[config.mk]
export PLATFORM = sky130hd
export DESIGN_NAME = pipelined_cla_adder
export DESIGN_NICKNAME = d
export VERILOG_FILES = /design/src/rtl/pipelined_cla_adder.sv
export SDC_FILE = /design/constraint.sdc
export NUM_CORES = 1
export LEC_CHECK = 0
export BUFFER_PORTS_ARGS = -buffer_cell sky130_fd_sc_hd__buf_2
export CORE_MARGIN = 2
export CORE_UTILIZATION = 34
export DETAILED_ROUTE_END_ITERATION = 12
export GPL_TIMING_DRIVEN = 0
export MAX_ROUTING_LAYER = met4
export PLACE_DENSITY = 0.62
export SYNTH_ARGS = -nofsm -noshare
export SYNTH_HDL_FRONTEND = slang
export SYNTH_SLANG_ARGS = --single-unit
export TNS_END_PERCENT = 30
[constraint.sdc]
create_clock -name clk -period 1.85 [get_ports clk]
set_input_delay 0.37 -clock clk [delete_from_list [all_inputs] [get_ports clk]]
set_output_delay 0.37 -clock clk [all_outputs]
set_load 0.005 [all_outputs]
[src/rtl/pipelined_cla_adder.sv]
// Carry-pipelined carry-lookahead adder/subtractor with a valid/ready stream interface.
// Each BLOCK-bit lookahead group is resolved in its own stage, so an operation takes NBLK cycles.
module pipelined_cla_adder #(
    parameter int WIDTH = 32,
    parameter int BLOCK = 8
) (
    input  logic             clk,
    input  logic             rst_n,
    input  logic             in_valid,
    output logic             in_ready,
    input  logic [WIDTH-1:0] in1,
    input  logic [WIDTH-1:0] in2,
    input  logic             cin,
    input  logic             sub,
    output logic             out_valid,
    input  logic             out_ready,
    output logic [WIDTH-1:0] sum,
    output logic             cout,
    output logic             ovf
);
    localparam int NBLK = WIDTH / BLOCK;

    if (WIDTH % BLOCK != 0) begin : g_bad_width
        $error("WIDTH must be a multiple of BLOCK");
    end

    // Stage k of these arrays is pipeline register S(k+1).
    logic             valid_q [NBLK];
    logic             valid_d [NBLK];
    logic [WIDTH-1:0] a_q     [NBLK];
    logic [WIDTH-1:0] a_d     [NBLK];
    logic [WIDTH-1:0] b_q     [NBLK];
    logic [WIDTH-1:0] b_d     [NBLK];
    logic [WIDTH-1:0] s_q     [NBLK];
    logic [WIDTH-1:0] s_d     [NBLK];
    logic             c_q     [NBLK];
    logic             c_d     [NBLK];
    logic             cm_q    [NBLK];
    logic             cm_d    [NBLK];

    logic             src_valid [NBLK];
    logic [WIDTH-1:0] src_a     [NBLK];
    logic [WIDTH-1:0] src_b     [NBLK];
    logic [WIDTH-1:0] src_s     [NBLK];
    logic             src_c     [NBLK];

    logic [BLOCK-1:0] grp_g;
    logic [BLOCK-1:0] grp_p;
    logic [BLOCK:0]   grp_c;
    logic             advance;

    // Flattened sum-of-products carries: c[i+1] = g[i] | p[i]g[i-1] | ... | p[i..0]c0.
    function automatic logic [BLOCK:0] cla_carries(input logic [BLOCK-1:0] g,
                                                   input logic [BLOCK-1:0] p,
                                                   input logic c0);
        logic [BLOCK:0] c;
        logic           acc;
        logic           pp;
        c[0] = c0;
        for (int i = 0; i < BLOCK; i++) begin
            acc = g[i];
            pp  = p[i];
            for (int j = i - 1; j >= 0; j--) begin
                acc = acc | (pp & g[j]);
                pp  = pp & p[j];
            end
            c[i+1] = acc | (pp & c0);
        end
        return c;
    endfunction

    assign advance   = !valid_q[NBLK-1] | out_ready;
    assign in_ready  = advance;
    assign out_valid = valid_q[NBLK-1];
    assign sum       = s_q[NBLK-1];
    assign cout      = c_q[NBLK-1];
    assign ovf       = cm_q[NBLK-1] ^ c_q[NBLK-1];

    always_comb begin
        grp_g = '0;
        grp_p = '0;
        grp_c = '0;

        src_valid[0] = in_valid;
        src_a[0]     = in1;
        src_b[0]     = sub ? ~in2 : in2;
        src_s[0]     = '0;
        src_c[0]     = sub | cin;
        for (int k = 1; k < NBLK; k++) begin
            src_valid[k] = valid_q[k-1];
            src_a[k]     = a_q[k-1];
            src_b[k]     = b_q[k-1];
            src_s[k]     = s_q[k-1];
            src_c[k]     = c_q[k-1];
        end

        for (int k = 0; k < NBLK; k++) begin
            grp_g = src_a[k][k*BLOCK +: BLOCK] & src_b[k][k*BLOCK +: BLOCK];
            grp_p = src_a[k][k*BLOCK +: BLOCK] ^ src_b[k][k*BLOCK +: BLOCK];
            grp_c = cla_carries(grp_g, grp_p, src_c[k]);

            valid_d[k] = src_valid[k];
            a_d[k]     = src_a[k];
            b_d[k]     = src_b[k];
            s_d[k]     = src_s[k];
            s_d[k][k*BLOCK +: BLOCK] = grp_p ^ grp_c[BLOCK-1:0];
            c_d[k]     = grp_c[BLOCK];
            cm_d[k]    = grp_c[BLOCK-1];
        end
    end

    always_ff @(posedge clk or negedge rst_n) begin
        if (!rst_n) begin
            for (int k = 0; k < NBLK; k++) begin
                valid_q[k] <= 1'b0;
                a_q[k]     <= '0;
                b_q[k]     <= '0;
                s_q[k]     <= '0;
                c_q[k]     <= 1'b0;
                cm_q[k]    <= 1'b0;
            end
        end else if (advance) begin
            for (int k = 0; k < NBLK; k++) begin
                valid_q[k] <= valid_d[k];
                a_q[k]     <= a_d[k];
                b_q[k]     <= b_d[k];
                s_q[k]     <= s_d[k];
                c_q[k]     <= c_d[k];
                cm_q[k]    <= cm_d[k];
            end
        end
    end

endmodule

After elaboration in Yosys (flattened, before gate mapping)
Cells that the tools add are included.
Widths: inputs -> output; s select.
Storage, ports and cells
  register bits after elaboration: 281
  input bits: 70
  output and inout port bits: 36
  word-level logic and storage cells: 437
Cells by class
  muxes and demuxes: 1
  bitwise logic cells: 416
  reductions and logical operators: 1
Operators with widths (count)
  $and 1x1->1: 256
  $or 1x1->1: 146
  $xor 8x8->8: 8
  $and 8x8->8: 4
  $mux 32: 1
  $not 32->32: 1
  $logic_not 1->1: 1
  $xor 1x1->1: 1

Depth between registers and ports, before layout
  depth after elaboration: 12
  gate-level depth with buffers: 9
  gate-level depth less buffers: 7

Worst setup path after synthesis
Ideal clock, no wire load.
  path kind: input-to-reg
  start: input sub
  end: register s_q (netlist bit s_d[71])
  library setup time: 0.125 ns
  arrival time: 2.094 ns
  data required time: 1.725 ns
  setup slack: -0.369 ns
  stages: 9
  buffers on the path: 2
  cells stage by stage: buf_4 -> buf_2 -> xor2_1 -> ha_1 -> nand2_1 -> o21a_1 -> o31ai_1 -> a21oi_1 -> mux2_2
On the way
  cells in the longest elaborated chain, start to end: 11
  elaborated cells between the ends (all ways): 25
  classes of those cells: mux (1); bitwise (24)
Ends and longest elaborated chain
  start: declaration: RTL line 14  | input logic sub,
  $mux 32: RTL line 86  | src_b[0] = sub ? ~in2 : in2;
  $xor 8x8->8 or $and 8x8->8 (tied branches): RTL line 99, 98
  $and 1x1->1 (on tied branches): RTL line 64, 65
  $or 1x1->1 (tied with other cells) (5 in a row): RTL line 64  | acc = acc | (pp & g[j]);
  $or 1x1->1 or $and 1x1->1 (tied branches): RTL line 64, 67
  $or 1x1->1: RTL line 67  | c[i+1] = acc | (pp & c0);
  $xor 8x8->8 (*): RTL line 106  | s_d[k][k*BLOCK +: BLOCK] = grp_p ^ grp_c[BLOCK-1:0];
  end signal: indexed assignment: RTL line 127  | s_q[k] <= s_d[k];
  end: declaration: RTL line 34  | logic [WIDTH-1:0] s_q [NBLK];
Every way passes the cells marked *; elsewhere a longest branch is shown, timed or not.
A chain may end at the register's enable or synchronous reset.

Final worst setup path
  start: register valid_q (netlist bit out_valid)
  end: output in_ready
On the way
  cells in the longest elaborated chain, start to end: 2
Ends and longest elaborated chain
  start: declaration: RTL line 28  | logic valid_q [NBLK];
  start signal: indexed assignment: RTL line 124  | valid_q[k] <= valid_d[k];
  $logic_not 1->1: RTL line 72  | assign advance = !valid_q[NBLK-1] | out_ready;
  $or 1x1->1: RTL line 72
  end: declaration: RTL line 10  | output logic in_ready,
Every way passes these cells.

==> metrics.yaml <==
slowest_delay_ps: 350
route.vias.total: 6319
grt_max_degree: 100
busiest_layer: "met2"
seq_area_frac_synth_pct: 55.46
io_pins: 106
cp-startpoint: "out_valid$_DFFE_PN0P_"
slew_viol_final: 0
synth_ff_type: "dfrtp_1"
post-synth-top-area-cell: "dfrtp_1"
clk_latency_ps: 440
cp-end-kind: "primary output"
port_buffers: 104
crit_buf_inv: 4
core_mm2: 0.02418
firstDrtPassIters: 4
wl_mm: 20.09
grt_pass1_vias: 6470
clockBufferDepth: 2
p_leak_uw: 0.005187
synth_fp_nets: 1021
crit_path_end: "in_ready"
fin_util_pct: 42.59
syn_to_final_growth_pct: 23.37
finalCritPeriodShare_pct: 97.68
cp.arrival_ps: 1440
reg2reg_to: "s_d[23]$_DFFE_PN0P_"
rsz0062_at_grt: "yes"
maxSlewHeadroom_pct: 48.69
num_antenna_cells: 0
total_power_uw: 17690
viasPerCell: 4.556
cts_buffers: 17
hold_path.class: "in -> reg"
place_congestion: 0.8281
clkSinkCount: 185
drc: 0
h-tree-depth: 4
dieArea_mm2: 0.02582
r2r-start: "a_d[49]$_DFFE_PN0P_"
yosys-top-cells-area: "dfrtp_1, nand2_1, ha_1"
yosys.area_share.adder_pct: 6.056
synth_edf_count: 0
ant_nets: 0
synth-xor-area-share_pct: 5.771
initial_utilization_pct: 34.52
use_met3_pct: 2.763
period_needed_ps: 1807
grt-ovfl-total: 0
drive_gt1_share_pct: 19.10
p_per_area_mw_per_mm2: 1718
place_area_mm2: 0.009346
crit_path_top_delay_cell: "dfrtp_1"
required_ps: 1480
reg2reg_slack_ps: 80
status: "finished clean"
cp_top_family: "buffers and inverters"
yosys.area.top_type_share_pct: 55.46
yosys_warnings: 0
synth_most_common_cell: "nand2_1"
syn_area_mm2: 0.008347
max-cap-violations: 0
vdd_drop_max_v: 0.0008778
yosysUniqueCellTypes: 38
avgSynthCellArea_um2: 9.142
finalHoldViolCount: 0
cts_tree: "built"
row_count: 57
muxShareOfSynthArea_pct: 0.2548
grt_usage_pct: 16.86
met1_usage_pct: 22.82
grt_pass1_wl_mm: 33.40
finalInstanceArea_mm2: 0.01030
clock_skew_ps: 9.101
worstMarginPinSlew_ps: 769.7
reg2regPathDepth: 6
path_class: "reg -> out"
die_h_um: 160.7
crit_cells: 5
synth_compound_area_share_pct: 7.450
path_clk_slew_ps: 80
whs_ps: 124.7
cts_root_buf: "clkbuf_16"
setup_viol: 0
use_met2_pct: 26.45
cp_cell_sequence: "nor2b_4 -> inv_2 -> buf_8 -> clkbuf_16 -> buf_6"
synth_top_family_by_area: "simple AND/OR/NAND/NOR gates"
synthCells: 913
synthArstFlopShare_pct: 100.0
fp.dieW_um: 160.7
synthSimpleGateAreaFrac_pct: 22.25
critical_path_peak_fanout: 10
synth_common_cells: "nand2_1, dfrtp_1, o21ai_0"
dpl.hpwl_mm: 14.62
final_nets: 1158
setup.worst_path.start_class: "flip-flop"
wl_per_cell_um: 14.48
ys_seq_elements: 185
antenna_found_initial: 0
drtIter0Drc: 343
fmax_mhz: 553.4
-- layer usage --
| layer | up-vias | wire length [µm] |
|---|---|---|
| li1 | 3202 | - |
| met1 | 2991 | 9804 |
| met2 | 109 | 9332 |
| met3 | 17 | 655 |
| met4 | 0 | 292 |
| met5 | - | 0 |
-- registers in the layout, indices dropped and copies added, names as in the netlist --
name and flops:
a_d 48, b_d 48, s_d 48, sum 32, c_q 3, src_valid 3, cm_q 1, cout 1
out_valid 1
-- kinds of logic after synthesis --
| logic type | after synthesis |
|---|---|
| XOR/XNOR | 55 |
| buffers and inverters | 53 |
| AND/OR/NAND/NOR | 471 |
| flip-flops | 185 |
| adder cells (fa/ha/maj) | 38 |
| AO/OA/AOI/OAI | 109 |
| multiplexers | 2 |
-- cells in the final DEF, fill, tap and decap left out, types with 9 or more instances in the layout --
cell type / netlist / routed
nand2_1: 422 / 422
dfrtp_1: 185 / 184
buf_2: 22 / 114
o21ai_0: 44 / 41
xnor2_1: 35 / 35
a21oi_1: 32 / 29
ha_1: 34 / 29
xor2_1: 20 / 20
nor2_1: 20 / 20
clkbuf_16: 0 / 18
clkbuf_1: 22 / 15
buf_4: 1 / 12
clkbuf_4: 0 / 9
-- cell type report --
cell class	instances	area [µm²]
fillers	2385	13880
flip-flops and latches	185	4631
multi-input cells	675	3640
repair buffers	118	664.4
clock buffers	17	425.4
well taps	324	405.4
plain buffers	45	279.0
clock inverters	15	222.7
inverters	8	30.03
-- tightest hold or removal path: stages --
cell     delay [ps]
buf_2            70
nand2_1          40
nand2_1          50
-- where the power goes --
group / leakage [µW] / switching (µW) / internal, µW
registers: 0.00222 / 1070 / 5860
clock network: 0.000318 / 1750 / 2220
logic: 0.00265 / 3840 / 2950
-- metrics by stage --
stage / cells / worst slack, ps / TNS, ps
6_report: 1387 / 42.99 / 0
2_1_floorplan: 913 / -166.8 / -423.6
4_1_cts: 1382 / -76.61 / -76.61
3_3_place_gp: 1341 / -2647 / -536540
3_5_place_dp: 1342 / -651.9 / -64140
5_1_grt: 1387 / -34.98 / -132.2
-- worst min path at each step --
stage	from	endpoint	slack, ps	depth (start not counted)
after CTS	in1[27]	a_d[91]$_DFFE_PN0P_	110	3
after detailed placement	src_valid[0]$_DFFE_PN0P_	src_valid[0]$_DFFE_PN0P_	450	2
final	in1[27]	a_d[91]$_DFFE_PN0P_	120	3
after global placement	sum[19]$_DFFE_PN0P_	sum[19]$_DFFE_PN0P_	450	2
after floorplan	rst_n	a_d[24]$_DFFE_PN0P_	70	0
after global routing	in1[27]	a_d[91]$_DFFE_PN0P_	120	3
-- repair_timing --
action                                  CTS  global route
hold endpoints to repair                  6             0
hold buffers                              1             0
pin swaps                                 7             8
resized for setup                        21            27
setup buffers                             7             5
endpoints found under the setup margin  185            54
Power figures use the tool's default switching activity.
